===== config.mk =====
export PLATFORM = sky130hd
export DESIGN_NAME = mux_nx1_arbiter
export DESIGN_NICKNAME = d
export VERILOG_FILES = /design/src/rtl/mux_nx1_arbiter.sv
export SDC_FILE = /design/constraint.sdc
export NUM_CORES = 1
export LEC_CHECK = 0
export CAP_MARGIN = 5
export CELL_PAD_IN_SITES_DETAIL_PLACEMENT = 0
export CELL_PAD_IN_SITES_GLOBAL_PLACEMENT = 1
export CORE_MARGIN = 1.5
export CORE_UTILIZATION = 41
export DETAILED_ROUTE_END_ITERATION = 10
export PLACE_DENSITY = 0.8
export SLEW_MARGIN = 15
export SYNTH_ARGS = -nofsm -noshare
export SYNTH_HDL_FRONTEND = slang
export SYNTH_SLANG_ARGS = --single-unit

===== constraint.sdc =====
create_clock -name clk -period 4.1 [get_ports clk]
set_clock_uncertainty 0.1 [all_clocks]
set_input_delay 0.82 -clock clk [delete_from_list [all_inputs] [get_ports clk]]
set_output_delay 0.82 -clock clk [all_outputs]
set_load 0.01 [all_outputs]

===== src/rtl/mux_nx1_arbiter.sv =====
// Round-robin arbiter that owns the select line of a shared mux_nx1 datapath.
// One requester holds the grant until it signals done, drops its request, or
// reaches the hold limit; the next owner is chosen in the same cycle so the
// grant passes on without an idle bubble.
module mux_nx1_arbiter #(
  parameter  int SIZE     = 8,
  parameter  int MAX_HOLD = 16,
  localparam int SEL_W    = $clog2(SIZE)
) (
  input  logic             clk,
  input  logic             rst,
  input  logic [SIZE-1:0]  arb_req,
  input  logic             arb_done,
  output logic [SIZE-1:0]  arb_gnt,
  output logic [SEL_W-1:0] arb_sel,
  output logic             arb_busy,
  output logic             arb_timeout
);

  // A zero-width counter is illegal, so a disabled timeout still keeps one bit.
  localparam int CNT_W = (MAX_HOLD > 0) ? $clog2(MAX_HOLD + 1) : 1;

  typedef enum logic {
    IDLE,
    GRANT
  } state_t;

  state_t           state, state_n;
  logic [SEL_W-1:0] ptr, ptr_n;
  logic [CNT_W-1:0] cnt, cnt_n;
  logic [SIZE-1:0]  gnt_n;
  logic [SEL_W-1:0] sel_n;
  logic             timeout_n;

  logic             owner_req;
  logic             limit_hit;
  logic             release_now;
  logic [SEL_W-1:0] next_ptr;
  logic [SEL_W-1:0] search_ptr;
  logic [SIZE-1:0]  masked_req;
  logic [SIZE-1:0]  search_req;
  logic [SEL_W:0]   search_res;
  logic             win_found;
  logic [SEL_W-1:0] win_idx;

  // Circular priority search starting at 'start'; returns {found, index}.
  // Indices are reduced modulo SIZE so a non-power-of-two SIZE never yields
  // an out-of-range select.
  function automatic logic [SEL_W:0] find_winner(input logic [SIZE-1:0]  req,
                                                 input logic [SEL_W-1:0] start);
    logic [SEL_W:0] res;
    int             idx;
    res = '0;
    for (int i = SIZE - 1; i >= 0; i--) begin
      idx = int'(start) + i;
      if (idx >= SIZE) idx = idx - SIZE;
      // Scanning from lowest priority to highest lets the last hit win.
      if (req[idx]) res = {1'b1, SEL_W'(idx)};
    end
    return res;
  endfunction

  function automatic logic [SIZE-1:0] onehot(input logic [SEL_W-1:0] idx);
    return {{(SIZE - 1){1'b0}}, 1'b1} << idx;
  endfunction

  // Release decision and same-cycle winner search for the next owner.
  always_comb begin
    owner_req   = arb_req[arb_sel];
    limit_hit   = (MAX_HOLD != 0) && (cnt == CNT_W'(MAX_HOLD - 1));
    release_now = (state == GRANT) && (arb_done || !owner_req || limit_hit);
    next_ptr    = (arb_sel == SEL_W'(SIZE - 1)) ? '0 : arb_sel + 1'b1;
    masked_req  = arb_req & ~onehot(arb_sel);
    // The releasing owner is skipped unless nobody else is asking.
    if (release_now && (masked_req != '0)) search_req = masked_req;
    else                                   search_req = arb_req;
    search_ptr  = release_now ? next_ptr : ptr;
    search_res  = find_winner(search_req, search_ptr);
    win_found   = search_res[SEL_W];
    win_idx     = search_res[SEL_W-1:0];
  end

  // Next-state and next-output logic for the IDLE/GRANT controller.
  always_comb begin
    // NOTE: every target gets a default first so no path leaves it unassigned,
    // which would otherwise infer a latch.
    state_n   = state;
    ptr_n     = ptr;
    cnt_n     = cnt;
    gnt_n     = arb_gnt;
    sel_n     = arb_sel;
    timeout_n = 1'b0;
    case (state)
      IDLE: begin
        if (win_found) begin
          state_n = GRANT;
          gnt_n   = onehot(win_idx);
          sel_n   = win_idx;
          cnt_n   = '0;
        end
      end
      GRANT: begin
        if (release_now) begin
          ptr_n     = next_ptr;
          timeout_n = limit_hit && !arb_done && owner_req;
          if (win_found) begin
            gnt_n = onehot(win_idx);
            sel_n = win_idx;
            cnt_n = '0;
          end else begin
            state_n = IDLE;
            gnt_n   = '0;
          end
        end else if (cnt != {CNT_W{1'b1}}) begin
          cnt_n = cnt + 1'b1;
        end
      end
      default: state_n = IDLE;
    endcase
  end

  // State and registered outputs; reset clears everything immediately.
  always_ff @(posedge clk or posedge rst) begin
    if (rst) begin
      state       <= IDLE;
      ptr         <= '0;
      cnt         <= '0;
      arb_gnt     <= '0;
      arb_sel     <= '0;
      arb_timeout <= 1'b0;
    end else begin
      // NOTE: non-blocking assignments make every register see the pre-edge
      // values of the others, independent of statement order.
      state       <= state_n;
      ptr         <= ptr_n;
      cnt         <= cnt_n;
      arb_gnt     <= gnt_n;
      arb_sel     <= sel_n;
      arb_timeout <= timeout_n;
    end
  end

  assign arb_busy = (state == GRANT);

endmodule


# [Yosys cells after proc, flatten, opt, wreduce, memory -nomap -nowiden]
# Cells that the tools add are included.
[op_classes] reduce_logical=10 n_eq_ne=6 mux=61 addsub=17 bitwise=3 shifts=2 order_cmp=17
[op_table] cell="less-than comparator 32 x 5 -> 1 bit (second input constant)" count=8
[op_table] cell="two-way mux 32 bit" count=8
[op_table] cell="subtractor 4 x 4 -> 5 bit (second input constant)" count=7
[op_table] cell="two-way mux 4 bit" count=8
[op_table] cell="two-way mux 8 bit" count=4
[op_table] cell=">= comparator 4 bit (second input constant)" count=7
[op_table] cell="binary-select mux 1 bit (select 3 bit)" count=9
[op_table] cell="two-way mux 1 bit" count=21
[op_table] cell="adder 3 x 3 -> 4 bit (second input constant)" count=4
[op_table] cell="case mux 8 bit (2 select lines)" count=1
[op_table] cell="<< shifter 1 x 3 -> 8 bit (first input constant)" count=2
[op_table] cell="two-way mux 5 bit" count=3
[op_table] cell="two-way mux 3 bit" count=4
[op_table] cell="case mux 5 bit (2 select lines)" count=1
[op_table] cell="adder 3 x 2 -> 4 bit (second input constant)" count=2
[op_table] cell="bitwise AND 8 bit" count=1
[op_table] cell="NOT 8 bit" count=1
[op_table] cell="nonzero test 8 bit" count=1
[op_table] cell="case mux 3 bit (2 select lines)" count=1
[op_table] cell="adder 5 x 1 -> 5 bit (second input constant)" count=1
[op_table] cell="== test 5 x 4 -> 1 bit (second input constant)" count=1
[op_table] cell="!= test 5 bit (second input constant)" count=1
[op_table] cell="subtractor 3 x 4 -> 5 bit (second input constant)" count=1
[op_table] cell="adder 3 x 1 -> 4 bit (second input constant)" count=1
[op_table] cell="other kinds (13)" count=18
[totals] register_bits=21 output_inout_bits=13

# [Depth between registers and ports, before layout]
[depth] word_depth=25 ltp_mapped=21 mapped_depth_nobuf=19

# [Worst setup path before layout]
# Ideal clock, no wire load.
[synth_path] path_kind="input to register" start="input arb_req[0]" end="register arb_gnt[4]" n_path_buf=2 t_required_ns=3.908 setup_time_ns=0.092 stages=18 arrival_time_ns=4.332 setup_slack_ns=-0.424 path_cell_list="mux2_4 o22ai_1 o32ai_4 or2_2 inv_2 buf_2 ha_1 buf_1 inv_1 o211ai_1 nand3_1 o32ai_2 a311oi_2 a211oi_2 a311oi_1 o41ai_2 a21bo_2 o31ai_2"
[synth_between] elab_chain_len=25 word_cells_on_any_way=82 classes_between="15 x add/sub; 8 x order compare; 2 x eq/ne; 1 x shift; 48 x mux; 1 x bitwise; 7 x reduce/logical"
[synth_lines] element="start, declared" line_no="12" source="input logic [SIZE-1:0] arb_req,"
[synth_lines] element="binary-select mux 1 bit (select 3 bit)" line_no="69" source="owner_req = arb_req[arb_sel];"
[synth_lines] element="two-way mux 1 bit (not written as such)" line_no="69"
[synth_lines] element="zero test 1 bit" line_no="71" source="release_now = (state == GRANT) && (arb_done || !owner_req || limit_hit);"
[synth_lines] element="logical OR 1 bit (2 in series)" line_no="71"
[synth_lines] element="logical AND 1 bit" line_no="71"
[synth_lines] element="two-way mux 3 bit"
[synth_lines] element="adder 3 x 3 -> 4 bit" line_no="55" source="idx = int'(start) + i;"
[synth_lines] element="subtractor 4 x 4 -> 5 bit / >= comparator 4 bit (equally long branches)" line_no="56" source="if (idx >= SIZE) idx = idx - SIZE;"
[synth_lines] element="two-way mux 32 bit" line_no="56"
[synth_lines] element="binary-select mux 1 bit (select 3 bit)" line_no="58" source="if (req[idx]) res = {1'b1, SEL_W'(idx)};"
[synth_lines] element="two-way mux 1 bit (not written as such) (2 in series)" line_no="58"
[synth_lines] element="two-way mux 4 bit (8 in series)" line_no="58"
[synth_lines] element="<< shifter 1 x 3 -> 8 bit" line_no="64" source="return {{(SIZE - 1){1'b0}}, 1'b1} << idx;"
[synth_lines] element="two-way mux 8 bit" line_no="106" source="if (win_found) begin"
[synth_lines] element="two-way mux 8 bit" line_no="103" source="if (release_now) begin"
[synth_lines] element="case mux 8 bit (2 select lines)" line_no="93" source="case (state)"
[synth_lines] element="end signal, assigned" line_no="137" source="arb_gnt <= gnt_n;"
[synth_lines] element="end, declared" line_no="14" source="output logic [SIZE-1:0] arb_gnt,"
# Several ways; a longest one is shown, not always the timed one. The select of a mux whose other input is x is not followed.
# A chain may end at the register's enable or synchronous reset.

# [Final worst setup path]
[layout_path] start="register arb_sel[0]" end="register arb_gnt[6]"
[layout_between] elab_chain_len=25 word_cells_on_any_way=87 classes_between="16 x add/sub; 8 x order compare; 3 x eq/ne; 2 x shift; 49 x mux; 2 x bitwise; 7 x reduce/logical"
[layout_lines] element="start, declared" line_no="15" source="output logic [SEL_W-1:0] arb_sel,"
[layout_lines] element="start signal, assigned" line_no="138" source="arb_sel <= sel_n;"
[layout_lines] element="binary-select mux 1 bit (select 3 bit)" line_no="69"
[layout_lines] element="two-way mux 1 bit (not written as such)" line_no="69"
[layout_lines] element="zero test 1 bit" line_no="71"
[layout_lines] element="logical OR 1 bit (2 in series)" line_no="71"
[layout_lines] element="logical AND 1 bit" line_no="71"
[layout_lines] element="two-way mux 3 bit"
[layout_lines] element="adder 3 x 3 -> 4 bit" line_no="55"
[layout_lines] element="subtractor 4 x 4 -> 5 bit / >= comparator 4 bit (equally long branches)" line_no="56"
[layout_lines] element="two-way mux 32 bit" line_no="56"
[layout_lines] element="binary-select mux 1 bit (select 3 bit)" line_no="58"
[layout_lines] element="two-way mux 1 bit (not written as such) (2 in series)" line_no="58"
[layout_lines] element="two-way mux 4 bit (8 in series)" line_no="58"
[layout_lines] element="<< shifter 1 x 3 -> 8 bit" line_no="64"
[layout_lines] element="two-way mux 8 bit" line_no="106"
[layout_lines] element="two-way mux 8 bit" line_no="103"
[layout_lines] element="case mux 8 bit (2 select lines)" line_no="93"
# Several ways; a longest one is shown, not always the timed one. The select of a mux whose other input is x is not followed.

==> impl_metrics.toml <==
[critical_path]
required_ps = 4160
worstPathMaxFanout = 15
cp-end-kind = "flip-flop"
rr_worst_depth = 16
slowest_stage = "mux4_2"
startpoint_type = "flip-flop"
path_cells = "buf_8 > mux2i_4 > a221oi_4 > buf_4 > a21oi_4 > or2_4 > inv_4 > buf_6 > o21ai_1 > o22ai_2 > nand2_1 > mux4_2 > o41ai_4 > buf_4 > nor2_4 > a32o_1"
r2r-end = "arb_gnt[6]$_DFFE_PP0P_"
crit_path_max_incr_delay_ps = 550
critPathArrivalTime_ps = 4190
path_common_cell = "buf_4"
path_class = "flip-flop to flip-flop"
timing.rr.start = "arb_sel[0]$_DFFE_PP0P_"
r2r_slack_ps = -30

[final_layout]
nNetsFinal = 515
final_cell_count_no_fill = 572
diodes = 0
syn2layout_area_growth_pct = 69.56
drive_gt1_frac = 0.5488
fin_area_um2 = 4773

[worst_hold_path]
hold_path_end = "arb_gnt[1]$_DFFE_PP0P_"
holdCritPathClass = "flip-flop to flip-flop"
min_path_cells = 2
min_from = "arb_gnt[1]$_DFFE_PP0P_"

[timing]
max_freq_mhz = 242.3
rsz0062_at_grt = "true"
finalSetupViolCount = 6
timing.final.crit_share = 1.007
worst_pin_slew_ps = 792.4
tns_ps = -83.84
worst_slack_ps = -27.32
maxSlewViolCount = 0
fin_crit_ps = 4127
max_slew_margin = 0.4711
hold_viol = 0

[grt]
grt_pass1_vias = 3272
grt_pass1_wl_um = 16260
grt_max_degree = 22
antenna_found_initial = 0
track_usage = 0.2796
globalRoute.totalOverflow = 0

[synth]
synthTopCellsByArea = "dfrtp_1 (19%), nand2_1 (5.3%), ha_1 (4.9%)"
synth_edf_count = 0
synth.net_count = 360
syn_area_per_cell_um2 = 8.329
yosys_warnings = 0
ys_seq_area_frac = 0.1867
syn_area_um2 = 2815
synth-seq-cells = 21
ys_types = 81
synth_top_area_share = 0.1867
syn_inst = 338
synth_top_area_cell = "dfrtp_1"
async_flop_share = 1.000
synthFlopType = "dfrtp_1"

[die]
io_pins = 24
rows = 30
die_h_um = 85.87
start_util = 0.4190
die_w_um = 85.87
coreArea_um2 = 6719
die_area_um2 = 7373

[clocking]
cts_tree = "built"
ctsLongestPathBuffers = 2
clkTransAtPathRegs_ps = 80
cts_max_level = 1
clock-sinks = 21
cts-root-buf = "clkbuf_8"
cts_buffers = 3
clk_latency_ps = 270
ctsHoldBuffers = 0

[route]
drc = 0
drtIter0Drc = 333
vias_per_cell = 6.096
routed_wl_um = 11260
wl_per_cell_um = 19.69
firstDrtPassIters = 5
ant_nets = 0
num_vias = 3487

[placed_design]
hpwl_um = 7521
gp_congestion = 0.9231
port_buffers = 23
placed_cell_area_um2 = 3887
post-place-cells = 533

[outcome]
outcome = "complete, but fails checks"
violations = "negative setup slack"

[job]
maxCapViolations = 0
[synth_stat cells (7+ instances only)]
master,n
a21oi_1,15
and2_1,8
buf_2,8
dfrtp_1,21
ha_1,11
inv_1,22
mux2i_1,7
nand2_1,40
nand3_1,9
nor2_1,20
o21ai_0,20
or3_1,8
[through the flow]
stage | hold WS, ps | utilization | setup slack [ps]
final | 395.8 | 0.7104 | -27.32
after CTS | 401.9 | 0.6335 | -0.5662
after detailed placement | 373.8 | 0.5786 | -763.7
after global routing | 428.1 | 0.7104 | -131.3
after global placement | 374.6 | 0.5786 | -739.4
after floorplan | 365.5 | - | 7.521
[routing by layer]
metal / global-route usage / up-vias / routed length (µm)
met4: 0.1173 / 0 / 451
met1: 0.3639 / 1640 / 4612
li1: - / 1609 / -
met3: 0.02502 / 48 / 690
met2: 0.4760 / 190 / 5509
met5: 0 / - / 0
[cell families after synthesis]
group / Yosys count / share of synthesized area
AOI/OAI and AO/OA: 124 / 0.3689
xor gates and xnor gates: 5 / 0.01556
adders and majority gates: 11 / 0.04889
buffers and inverters: 40 / 0.06711
DFF: 21 / 0.1867
muxes: 20 / 0.1049
and+or+nand+nor: 117 / 0.2080
[repair_timing]
item                                    in CTS  in global routing
buffers inserted                            16                 20
pin swaps                                   28                 48
endpoints found under the setup margin      17                 16
gates resized for setup                     51                102
gates cloned                                 1                  0
[state kept, by name (all words and copies together), names as in the netlist]
name and cells:
arb_gnt 8, cnt 5, arb_sel 3, ptr 3, arb_busy 1, arb_timeout 1
[worst max path at each step]
| stage | start | to | slack, ps |
|---|---|---|---|
| final | arb_sel[0]$_DFFE_PP0P_ | arb_gnt[6]$_DFFE_PP0P_ | -30 |
| after detailed placement | arb_req[5] | arb_gnt[4]$_DFFE_PP0P_ | -760 |
| after global placement | arb_req[6] | arb_gnt[2]$_DFFE_PP0P_ | -740 |
| after CTS | arb_req[0] | arb_gnt[6]$_DFFE_PP0P_ | -0.6 |
| after global routing | arb_sel[0]$_DFFE_PP0P_ | arb_gnt[6]$_DFFE_PP0P_ | -130 |
| after floorplan | arb_req[6] | arb_gnt[4]$_DFFE_PP0P_ | 8 |
[placed cells by master, fill, tap and decap left out, types with 4 or more instances in the layout]
cell type        Yosys  final
clkbuf_2             0      7
dfrtp_1             21     19
or3_1                8      6
mux4_2               4      4
o221ai_1             6      4
o21ai_1              4      5
nor2_1              20     16
buf_4                3    127
clkdlybuf4s50_1      0     14
nand2_2              0      9
ha_2                 0      4
nor2_4               1      4
and2_1               8      6
buf_6                2     13
o211ai_1             5      5
inv_1               22     17
o21ai_2              1      6
nor3_1               6      5
nand2_1             40     31
a21oi_2              0      4
nand4_1              4      4
a21oi_1             15     10
o21ai_0             20     13
inv_2                1      4
ha_1                11      5
o31a_1               6      6
a32o_1               4      4
mux2i_4              2      6
mux2_4               1      4
o31ai_4              1      5
nand3_1              9      7
mux2i_1              7      4
[worst max-delay path, delay by kind of cell, from the launching register on]
family | cells | cell delay, ps
AO/OA/AOI/OAI | 6 | 1420
multiplexers | 2 | 740
AND/OR/NAND/NOR | 3 | 440
flip-flops | 1 | 480
buffers and inverters | 5 | 840
[cell type report]
class | count | area (µm²)
clock buffer | 3 | 41.29
inverter | 24 | 100.1
sequential | 21 | 528.0
clock inverter | 1 | 7.507
fill | 510 | 1946
tap | 80 | 100.1
multi-input combinational | 278 | 2668
timing repair buffer | 165 | 1329
Power is left out: the tool's default activity adds up to more than one toggle a clock period on the data nets, which glitch-free logic cannot reach.
